## src/rtl/rtc_bus_if.sv

```systemverilog
// PicoBlaze I/O and RTC pad signals of the RTC bus controller, bundled for port use.
// slave: the controller's view; master: the PicoBlaze/pad side.
interface rtc_bus_if;
   logic [7:0] port_id;
   logic [7:0] out_port;
   logic       write_strobe;
   logic       read_strobe;
   logic [7:0] in_port;
   logic       interrupt;
   logic       interrupt_ack;
   logic       rtc_cs_n;
   logic       rtc_wr_n;
   logic       rtc_rd_n;
   logic       rtc_as;
   logic [7:0] rtc_ad_out;
   logic       rtc_ad_oe;
   logic [7:0] rtc_ad_in;

   modport slave (
      input  port_id, out_port, write_strobe, read_strobe, interrupt_ack, rtc_ad_in,
      output in_port, interrupt, rtc_cs_n, rtc_wr_n, rtc_rd_n, rtc_as, rtc_ad_out, rtc_ad_oe
   );

   modport master (
      output port_id, out_port, write_strobe, read_strobe, interrupt_ack, rtc_ad_in,
      input  in_port, interrupt, rtc_cs_n, rtc_wr_n, rtc_rd_n, rtc_as, rtc_ad_out, rtc_ad_oe
   );
endinterface

```

## src/rtl/rtc_bus_ctrl.sv

```systemverilog
// PicoBlaze I/O-mapped controller generating multiplexed address/data cycles to the RTC chip.
// Optional completion interrupt enabled by defining RTC_BUS_IRQ_EN.
module rtc_bus_ctrl #(
   parameter logic [7:0] PORT_BASE = 8'h00,
   parameter int         PHASE_CYC = 10
) (
   input  logic     clk,
   input  logic     rst,
   rtc_bus_if.slave bus
);
   typedef enum logic [2:0] {
      S_IDLE  = 3'd0,
      S_A_SET = 3'd1,
      S_A_STB = 3'd2,
      S_A_HLD = 3'd3,
      S_D_SET = 3'd4,
      S_D_STB = 3'd5,
      S_D_HLD = 3'd6
   } state_t;

   localparam logic [7:0] PORT_ADDR = PORT_BASE;
   localparam logic [7:0] PORT_DATA = PORT_BASE + 8'd1;
   localparam logic [7:0] PORT_CMD  = PORT_BASE + 8'd2;
   localparam logic [7:0] CNT_LOAD  = 8'(PHASE_CYC - 1);

   state_t     state_q, state_d, state_nxt;
   logic [7:0] cnt_q, cnt_d;
   logic       is_read_q, is_read_d;
   logic [7:0] addr_q, addr_d, wdata_q, wdata_d, rdata_q, rdata_d;
   logic       done_q, done_d, coll_q, coll_d;
   logic [7:0] in_port_q, in_port_d, ad_out_q, ad_out_d;
   logic       cs_n_q, cs_n_d, wr_n_q, wr_n_d, rd_n_q, rd_n_d;
   logic       as_q, as_d, oe_q, oe_d;
   logic       busy, wr_addr, wr_data, wr_cmd, rd_status, start_req;
   logic       done_evt, coll_evt, irq_bit;
   logic [7:0] status;
`ifdef RTC_BUS_IRQ_EN
   logic       irq_en_q, irq_en_d, int_q, int_d;
`endif

   always_comb begin
      state_d   = state_q;
      cnt_d     = cnt_q;
      is_read_d = is_read_q;
      addr_d    = addr_q;
      wdata_d   = wdata_q;
      rdata_d   = rdata_q;
      done_d    = done_q;
      coll_d    = coll_q;
      done_evt  = 1'b0;
      coll_evt  = 1'b0;
      busy      = (state_q != S_IDLE);
      wr_addr   = bus.write_strobe && (bus.port_id == PORT_ADDR);
      wr_data   = bus.write_strobe && (bus.port_id == PORT_DATA);
      wr_cmd    = bus.write_strobe && (bus.port_id == PORT_CMD);
      rd_status = bus.read_strobe && (bus.port_id == PORT_ADDR);
      start_req = wr_data || (wr_cmd && bus.out_port[0]);

      case (state_q)
         S_A_SET: state_nxt = S_A_STB;
         S_A_STB: state_nxt = S_A_HLD;
         S_A_HLD: state_nxt = S_D_SET;
         S_D_SET: state_nxt = S_D_STB;
         S_D_STB: state_nxt = S_D_HLD;
         default: state_nxt = S_IDLE;
      endcase

      // Address writes and starts are refused while a cycle is in flight.
      if (busy) begin
         coll_evt = start_req || wr_addr;
         if (cnt_q == 8'd0) begin
            state_d = state_nxt;
            cnt_d   = CNT_LOAD;
            if ((state_q == S_D_STB) && is_read_q) begin
               rdata_d = bus.rtc_ad_in;
            end else begin
               rdata_d = rdata_q;
            end
            done_evt = (state_q == S_D_HLD);
         end else begin
            cnt_d = cnt_q - 8'd1;
         end
      end else begin
         if (wr_addr) begin
            addr_d = bus.out_port;
         end else begin
            addr_d = addr_q;
         end
         if (start_req) begin
            state_d   = S_A_SET;
            cnt_d     = CNT_LOAD;
            is_read_d = !wr_data;
            wdata_d   = wr_data ? bus.out_port : wdata_q;
         end else begin
            state_d = S_IDLE;
         end
      end

      // Set beats clear so an event on the clearing read is not lost.
      if (rd_status) begin
         done_d = 1'b0;
         coll_d = 1'b0;
      end else begin
         done_d = done_q;
         coll_d = coll_q;
      end
      if (done_evt) done_d = 1'b1;
      else          done_d = done_d;
      if (coll_evt) coll_d = 1'b1;
      else           coll_d = coll_d;

`ifdef RTC_BUS_IRQ_EN
      irq_en_d = wr_cmd ? bus.out_port[1] : irq_en_q;
      irq_bit  = irq_en_q;
      if (done_evt && irq_en_q) begin
         int_d = 1'b1;
      end else if (bus.interrupt_ack) begin
         int_d = 1'b0;
      end else begin
         int_d = int_q;
      end
`else
      irq_bit = 1'b0;
`endif

      status = {4'b0000, irq_bit, coll_q, done_q, busy};
      case (bus.port_id)
         PORT_ADDR: in_port_d = status;
         PORT_DATA: in_port_d = rdata_q;
         default:   in_port_d = 8'h00;
      endcase

      // Pad outputs decode the next state so they change on the entering edge.
      cs_n_d   = (state_d == S_IDLE);
      wr_n_d   = 1'b1;
      rd_n_d   = 1'b1;
      as_d     = 1'b0;
      oe_d     = 1'b0;
      ad_out_d = 8'h00;
      case (state_d)
         S_A_SET, S_A_STB, S_A_HLD: begin
            as_d     = 1'b1;
            oe_d     = 1'b1;
            ad_out_d = addr_d;
            wr_n_d   = (state_d != S_A_STB);
         end
         S_D_SET, S_D_STB, S_D_HLD: begin
            if (is_read_d) begin
               rd_n_d = (state_d != S_D_STB);
            end else begin
               oe_d     = 1'b1;
               ad_out_d = wdata_d;
               wr_n_d   = (state_d != S_D_STB);
            end
         end
         default: cs_n_d = 1'b1;
      endcase
   end

   always_ff @(posedge clk or posedge rst) begin
      if (rst) begin
         state_q   <= S_IDLE;
         cnt_q     <= 8'd0;
         is_read_q <= 1'b0;
         addr_q    <= 8'h00;
         wdata_q   <= 8'h00;
         rdata_q   <= 8'h00;
         done_q    <= 1'b0;
         coll_q    <= 1'b0;
         in_port_q <= 8'h00;
         cs_n_q    <= 1'b1;
         wr_n_q    <= 1'b1;
         rd_n_q    <= 1'b1;
         as_q      <= 1'b0;
         oe_q      <= 1'b0;
         ad_out_q  <= 8'h00;
`ifdef RTC_BUS_IRQ_EN
         irq_en_q  <= 1'b0;
         int_q     <= 1'b0;
`endif
      end else begin
         state_q   <= state_d;
         cnt_q     <= cnt_d;
         is_read_q <= is_read_d;
         addr_q    <= addr_d;
         wdata_q   <= wdata_d;
         rdata_q   <= rdata_d;
         done_q    <= done_d;
         coll_q    <= coll_d;
         in_port_q <= in_port_d;
         cs_n_q    <= cs_n_d;
         wr_n_q    <= wr_n_d;
         rd_n_q    <= rd_n_d;
         as_q      <= as_d;
         oe_q      <= oe_d;
         ad_out_q  <= ad_out_d;
`ifdef RTC_BUS_IRQ_EN
         irq_en_q  <= irq_en_d;
         int_q     <= int_d;
`endif
      end
   end

   assign bus.in_port    = in_port_q;
   assign bus.rtc_cs_n   = cs_n_q;
   assign bus.rtc_wr_n   = wr_n_q;
   assign bus.rtc_rd_n   = rd_n_q;
   assign bus.rtc_as     = as_q;
   assign bus.rtc_ad_oe  = oe_q;
   assign bus.rtc_ad_out = ad_out_q;
`ifdef RTC_BUS_IRQ_EN
   assign bus.interrupt  = int_q;
`else
   assign bus.interrupt  = 1'b0;
`endif
endmodule

```

## src/flat_wrapper.sv

```systemverilog
// flat-port wrapper written by rule: the top's interface ports become plain ports
module rtc_bus_ctrl_flat 
#(
   parameter logic [7:0] PORT_BASE = 8'h00,
   parameter int         PHASE_CYC = 10
)
  (clk, rst, bus_port_id, bus_out_port, bus_write_strobe, bus_read_strobe, bus_interrupt_ack, bus_rtc_ad_in, bus_in_port, bus_interrupt, bus_rtc_cs_n, bus_rtc_wr_n, bus_rtc_rd_n, bus_rtc_as, bus_rtc_ad_out, bus_rtc_ad_oe);
  rtc_bus_if bus_i ();
  input  logic clk;
  input  logic rst;
  input wire logic [$bits(bus_i.port_id)-1:0] bus_port_id;
  input wire logic [$bits(bus_i.out_port)-1:0] bus_out_port;
  input wire logic [$bits(bus_i.write_strobe)-1:0] bus_write_strobe;
  input wire logic [$bits(bus_i.read_strobe)-1:0] bus_read_strobe;
  input wire logic [$bits(bus_i.interrupt_ack)-1:0] bus_interrupt_ack;
  input wire logic [$bits(bus_i.rtc_ad_in)-1:0] bus_rtc_ad_in;
  output wire logic [$bits(bus_i.in_port)-1:0] bus_in_port;
  output wire logic [$bits(bus_i.interrupt)-1:0] bus_interrupt;
  output wire logic [$bits(bus_i.rtc_cs_n)-1:0] bus_rtc_cs_n;
  output wire logic [$bits(bus_i.rtc_wr_n)-1:0] bus_rtc_wr_n;
  output wire logic [$bits(bus_i.rtc_rd_n)-1:0] bus_rtc_rd_n;
  output wire logic [$bits(bus_i.rtc_as)-1:0] bus_rtc_as;
  output wire logic [$bits(bus_i.rtc_ad_out)-1:0] bus_rtc_ad_out;
  output wire logic [$bits(bus_i.rtc_ad_oe)-1:0] bus_rtc_ad_oe;
  assign bus_i.port_id = bus_port_id;
  assign bus_i.out_port = bus_out_port;
  assign bus_i.write_strobe = bus_write_strobe;
  assign bus_i.read_strobe = bus_read_strobe;
  assign bus_i.interrupt_ack = bus_interrupt_ack;
  assign bus_i.rtc_ad_in = bus_rtc_ad_in;
  assign bus_in_port = bus_i.in_port;
  assign bus_interrupt = bus_i.interrupt;
  assign bus_rtc_cs_n = bus_i.rtc_cs_n;
  assign bus_rtc_wr_n = bus_i.rtc_wr_n;
  assign bus_rtc_rd_n = bus_i.rtc_rd_n;
  assign bus_rtc_as = bus_i.rtc_as;
  assign bus_rtc_ad_out = bus_i.rtc_ad_out;
  assign bus_rtc_ad_oe = bus_i.rtc_ad_oe;
  rtc_bus_ctrl #(.PORT_BASE(PORT_BASE), .PHASE_CYC(PHASE_CYC)) u_core (.clk(clk), .rst(rst), .bus(bus_i));
endmodule
```

## config.mk

```make
export PLATFORM = sky130hd
export DESIGN_NAME = rtc_bus_ctrl_flat
export DESIGN_NICKNAME = d
export VERILOG_FILES = /design/src/rtl/rtc_bus_if.sv /design/src/rtl/rtc_bus_ctrl.sv /design/src/flat_wrapper.sv
export SDC_FILE = /design/constraint.sdc
export NUM_CORES = 1
export LEC_CHECK = 0
export ABC_AREA = 1
export BUFFER_PORTS_ARGS = -buffer_cell sky130_fd_sc_hd__buf_4
export CELL_PAD_IN_SITES_DETAIL_PLACEMENT = 0
export CELL_PAD_IN_SITES_GLOBAL_PLACEMENT = 1
export CORE_MARGIN = 5
export CORE_UTILIZATION = 30
export CTS_BUF_LIST = sky130_fd_sc_hd__clkbuf_8 sky130_fd_sc_hd__clkbuf_16
export DETAILED_ROUTE_END_ITERATION = 7
export HOLD_SLACK_MARGIN = 0.08
export PLACE_DENSITY_LB_ADDON = 0.1
export SYNTH_ARGS = -nofsm -noshare
export SYNTH_HDL_FRONTEND = slang
export SYNTH_SLANG_ARGS = --single-unit
```

## constraint.sdc

```tcl
create_clock -name clk -period 5.4 [get_ports clk]
set_input_delay 1.62 -clock clk [delete_from_list [all_inputs] [get_ports clk]]
set_output_delay 1.62 -clock clk [all_outputs]
set_load 0.005 [all_outputs]
```

==> results of run 1 <==
metal layers:
metal / up-vias / share of wire, %
li1: 1063 / -
met1: 971 / 49
met2: 41 / 45
met3: 10 / 5.3
met4: 0 / 1.3
met5: - / 0
worst max-delay path, stage by stage:
cell	delay [ns]
buf_4	0.12
nor2_1	0.15
nand2_1	0.11
nor3_2	0.38
nand3_2	0.12
nand2_2	0.14
inv_2	0.12
nor2_1	0.11
nand2_1	0.06
nand2_1	0.07
cells in the mapped netlist (all sizes together) (3+ instances only):
library cell	n
a21oi	6
buf	5
dfrtp	56
dfstp	3
inv	46
mux2	3
nand2	83
nand3	27
nor2	36
nor3	5
o21ai	21
o22ai	4
xor2	3
cell usage in the layout, fill, tap and decap left out, types with 3 or more instances in the layout:
cell type,n
nand2_2,5
o21ai_1,13
nor2_2,4
dfrtp_1,56
nand3_2,3
nand2_1,72
o22ai_1,4
inv_2,7
mux2_2,3
nor3_1,3
nand2_4,6
nor2_1,27
nor2_4,4
inv_1,42
xor2_1,3
o21ai_0,6
dfstp_2,3
a21oi_1,6
nand3_1,22
buf_4,49
clkbuf_8,10
state kept, by name, indices dropped and copies added (netlist names), 3 cells and up:
signal / cells
u_core.addr_q: 8
u_core.bus.in_port: 8
u_core.bus.rtc_ad_out: 8
u_core.cnt_q: 8
u_core.rdata_q: 8
u_core.state_q: 3
u_core.wdata_q: 8
final timing paths:
kind	endpoint	depth (start not counted)	from
min reg2reg	u_core.bus.in_port[2]	2	u_core.rdata_q[2]
max reg2reg	u_core.bus.rtc_ad_out[2]	11	u_core.cnt_q[0]
max	u_core.bus.rtc_ad_out[0]	10	bus_port_id[3]
max in group asynchronous	u_core.state_q[1]	3	rst
min in group asynchronous	u_core.wdata_q[3]	3	rst
min	u_core.bus.in_port[2]	2	u_core.rdata_q[2]
cells by family (layout without fill, tap and decap cells):
logic type | count (synthesis) | after routing | synth area share (%)
XOR/XNOR | 4 | 4 | 1.27
AND/OR/NAND/NOR | 153 | 153 | 28.3
buffers and inverters | 52 | 112 | 8.23
other | 1 | 1 | 0.135
multiplexers | 3 | 3 | 1.22
flip-flops | 59 | 59 | 53.5
adder cells (fa/ha/maj) | 1 | 1 | 0.452
AO/OA/AOI/OAI | 33 | 33 | 6.92
layout make-up:
type	count	area, µm²
Fill cell	967	5690
Sequential cell	59	1480
Multi-Input combinational cell	195	1060
Timing Repair Buffer	49	368
Inverter	47	181
Tap cell	111	139
Clock buffer	10	138
Clock inverter	6	51.3
power by group through the flow:
stage	sequential (mW)	combinational, mW	clock [mW]
floorplan	0.536	0.217	0
global placement	0.541	0.292	0
detailed placement	0.543	0.293	0
CTS	0.535	0.295	0.412
global route	0.542	0.328	0.427
finish	0.534	0.286	0.394
==> flow_summary_export.csv, run 1 <==
group,metric,value,unit
status,status,"finished, final reports clean",
power_and_ir_drop,comb_power_share,23.6,%
clock_tree,cts_buffer_depth,2,
hold_path,hp-class,"flip-flop to flip-flop",
synthesis,ys.flop_type,"dfrtp_1",
placement,dpl.cell_count,461,
timing,whs,0.468,ns
global_route,antenna_found_initial,0,
global_route,busiest_layer,"met2",
clock_tree,htreeDepth,3,
global_route,met3_usage,2.85,%
floorplan,coreArea,9110,µm²
layout,final_nets,391,
clock_tree,cts_resized,0,
timing,relSlewSlack,48.3,%
placement,post_dp_cell_area,3230,µm²
routing,vias_per_cell,4.37,
floorplan,initial_utilization,30.4,%
power_and_ir_drop,seqPwrFrac,44.0,%
layout,area_growth,23.5,%
synthesis,async_flop_share,100,%
timing,tns,0,ns
global_route,met1_usage,16.4,%
synthesis,synth_area_leaders,"dfrtp_1 51%, nand2_1 9.8%, inv_1 5.4%, nand3_1 4.0%, nor2_1 3.7%",
floorplan,io-pin-count,51,
critical_path,startpoint_type,"input port",
critical_path,end_kind,"flip-flop",
routing,drt-total-wl,6380,µm
global_route,grt_max_degree,60,
timing,fin_crit,2.72,ns
clock_tree,cts.sinks,59,
synthesis,synth_cell_types,35,
timing,tightestPinTransition,0.775,ns
power_and_ir_drop,ir_drop,181,µV
timing,finalHoldViolCount,0,
routing,via_count,2085,
timing,final-max-slew-violation-count,0,
synthesis,synth_warnings,0,
layout,post-route-util,37.5,%
timing,fmax,368,MHz
clock_tree,cts_tree,"built",
synthesis,synth_top_area_share,50.6,%
timing,fin_worst_skew,0.00951,ns
routing,first_pass_iters,4,
synthesis,syn_area,2770,µm²
power_and_ir_drop,powerDensity,356,nW/µm²
synthesis,synth_edf_count,0,
layout,drive_gt1_share,28.7,%
routing,routedWlPerCell,13.4,µm
placement,dp_hpwl,4270,µm
floorplan,die_w,106,µm
global_route,gr-total-overflow,0,
floorplan,rows,35,
global_route,grt_util_met2,18.9,%
routing,drt_iter0_markers,72,
clock_tree,cts_buffers,9,
power_and_ir_drop,internal_power,819,µW
clock_tree,worstSkewPairLatency,0.34,ns
power_and_ir_drop,switching_share,32.6,%
timing,setup_viol,0,
critical_path,critPathKind,"input port to flip-flop",
critical_path,crit_required,5.67,ns
flow_run,drv_cap,0,
placement,routabilityCongestion,0.729,
synthesis,synth-seq-area-share,53.5,%
synthesis,ys_ff_latch,59,
layout,final_cells,477,
critical_path,reg2reg_slack,3.36,ns
floorplan,fp.dieH,106,µm
timing,layout_setup_ws,2.68,ns
floorplan,die-area,11200,µm²
placement,io_buffer_count,48,
power_and_ir_drop,total_power,1.22,mW
power_and_ir_drop,leakage,1.84,nW
synthesis,syn-num-nets,336,
power_and_ir_drop,pwr-share-clk,32.4,%
routing,ant_nets,0,
clock_tree,root_buffer,"clkbuf_8",
global_route,grt_pass1_vias,2192,
critical_path,arrival,2.99,ns
global_route,grt_pass1_wl,10800,µm
clock_tree,hold_buffers,0,
synthesis,syn_avg_cell_area,9.04,µm²
routing,drc,0,
placement,place_ws,2.29,ns
synthesis,synth_cells,306,
timing,fin_crit_sh,50.4,%
clock_tree,clkTransAtPathRegs,0.07,ns
critical_path,crit_path_max_fanout,10,
clock_tree,post_cts.repair.setup_buffers,0,
timing,rsz0062_at_grt,"false",
global_route,track_usage,12.3,%
power_and_ir_drop,p_switching,396,µW
layout,final_area,3420,µm²
layout,antenna_cells,0,
synthesis,synth_largest_area_cell,"dfrtp_1",
(Power assumes the default switching activity.)
==> run 2: changes to the inputs <==
Clock period 5.4 ns to 2.6 ns, I/O delays scaled along.
==> flow_summary_export.csv, run 2 (synthesis results as in run 1) <==
group,metric,value,unit
status,status,"finished, final reports clean",
timing,fin_worst_skew,0.0111,ns
layout,antenna_cells,0,
timing,fin_crit_sh,70.6,%
routing,drt_iter0_markers,78,
critical_path,arrival,2.06,ns
layout,post-route-util,38.1,%
power_and_ir_drop,powerDensity,753,nW/µm²
timing,finalHoldViolCount,0,
routing,drc,0,
timing,fmax,545,MHz
flow_run,drv_cap,0,
critical_path,reg2reg_depth,6,
floorplan,io-pin-count,51,
layout,final_nets,394,
floorplan,coreArea,9110,µm²
clock_tree,htreeDepth,3,
clock_tree,cts_resized,0,
critical_path,crit_required,2.83,ns
power_and_ir_drop,ir_drop,343,µV
global_route,antenna_found_initial,0,
clock_tree,cts_buffer_depth,2,
critical_path,reg2reg_to,"u_core.rdata_q[2]",
power_and_ir_drop,switching_share,31.9,%
layout,final_cell_mix,"72 x nand2_1, 56 x dfrtp_1, 51 x buf_4, 41 x inv_1, 27 x nor2_1",
critical_path,crit_path_max_fanout,8,
timing,rsz0062_at_grt,"false",
layout,area_growth,25.5,%
clock_tree,hold_buffers,0,
floorplan,rows,35,
layout,final_common_cell,"nand2_1",
power_and_ir_drop,total_power,2.61,mW
timing,setup_viol,0,
global_route,track_usage,11.9,%
placement,io_buffer_count,48,
placement,routabilityCongestion,0.714,
routing,via_count,2089,
timing,fin_crit,1.84,ns
floorplan,die_w,106,µm
power_and_ir_drop,leakage,1.86,nW
power_and_ir_drop,p_switching,834,µW
critical_path,r2r_start,"u_core.cnt_q[0]",
floorplan,die-area,11200,µm²
power_and_ir_drop,comb_power_share,22.8,%
critical_path,crit_path_start,"bus_port_id[3]",
power_and_ir_drop,pwr-share-clk,34.8,%
timing,tightestPinTransition,0.594,ns
critical_path,end_kind,"flip-flop",
clock_tree,cts_buffers,9,
layout,drive_gt1_share,29.5,%
clock_tree,worstSkewPairLatency,0.34,ns
routing,drt-total-wl,6280,µm
critical_path,critPathKind,"input port to flip-flop",
clock_tree,clkTransAtPathRegs,0.08,ns
clock_tree,post_cts.repair.setup_buffers,0,
critical_path,endpoint,"u_core.bus.rtc_ad_out[0]",
power_and_ir_drop,seqPwrFrac,42.4,%
timing,relSlewSlack,60.3,%
routing,first_pass_iters,4,
global_route,grt_max_degree,27,
clock_tree,cts.sinks,59,
global_route,gr-total-overflow,0,
power_and_ir_drop,internal_power,1.78,mW
hold_path,hp-class,"flip-flop to flip-flop",
routing,ant_nets,0,
global_route,grt_pass1_vias,2160,
timing,tns,0,ns
critical_path,startpoint_type,"input port",
timing,whs,0.477,ns
floorplan,fp.dieH,106,µm
global_route,grt_pass1_wl,10400,µm
critical_path,reg2reg_slack,0.79,ns
routing,vias_per_cell,4.35,
clock_tree,cts_tree,"built",
routing,routedWlPerCell,13.1,µm
floorplan,initial_utilization,30.4,%
timing,final-max-slew-violation-count,0,
clock_tree,root_buffer,"clkbuf_8",
placement,dp_hpwl,4400,µm
==> run 2: cell types whose count changed in the layout (fill, tap and decap cells not counted) <==
cell / delta
bufinv_16: +1
clkinvlp_4: +1
buf_12: +1
buf_4: +2
inv_1: -1
clkbuf_8: -1
==> run 2: worst min-delay path by stage <==
stage,to,slack (ns),depth (start not counted),start
2_1_floorplan,u_core.bus.in_port[2],0.44,2,u_core.rdata_q[2]
3_3_place_gp,u_core.bus.in_port[2],0.45,2,u_core.rdata_q[2]
6_report,u_core.bus.in_port[2],0.48,2,u_core.rdata_q[2]
4_1_cts,u_core.bus.in_port[2],0.48,2,u_core.rdata_q[2]
5_1_grt,u_core.bus.in_port[2],0.49,2,u_core.rdata_q[2]
3_5_place_dp,u_core.bus.in_port[2],0.46,2,u_core.rdata_q[2]
==> run 2: worst max-delay path: stages <==
cell and delay [ns]:
buf_4 0.11, nor2_1 0.14, nand2_1 0.11, nor3_2 0.32, nand3_2 0.26, nand2_1 0.12
nand2_1 0.07, nand3_1 0.07, nand2_1 0.07
==> run 2: power groups by stage <==
stage	clock network (mW)	logic, mW	registers, mW
6_report	0.909	0.597	1.11
5_1_grt	0.981	0.673	1.12
4_1_cts	0.943	0.617	1.11
3_5_place_dp	0	0.614	1.12
3_3_place_gp	0	0.610	1.12
2_1_floorplan	0	0.450	1.11
==> run 2: stage by stage <==
stage	setup WS (ns)	cell area, µm²	cells
floorplan	0.369	2770	306
global placement	0.390	3260	464
detailed placement	0.388	3260	464
CTS	0.735	3470	480
global route	0.623	3470	480
finish	0.764	3470	480
==> run 2: metal layers <==
metal	track usage, %	vias up	wire, µm
li1	-	1075	-
met1	15.6	976	3160
met2	18.4	33	2760
met3	4.25	5	273
met4	3.89	0	85
met5	0	-	0
==> run 2: layout make-up <==
cell class / count / area (µm²)
Sequential cell: 59 / 1480
Inverter: 47 / 181
Tap cell: 111 / 139
Clock inverter: 7 / 85.1
Multi-Input combinational cell: 195 / 1060
Timing Repair Buffer: 52 / 403
Fill cell: 966 / 5640
Clock buffer: 9 / 124
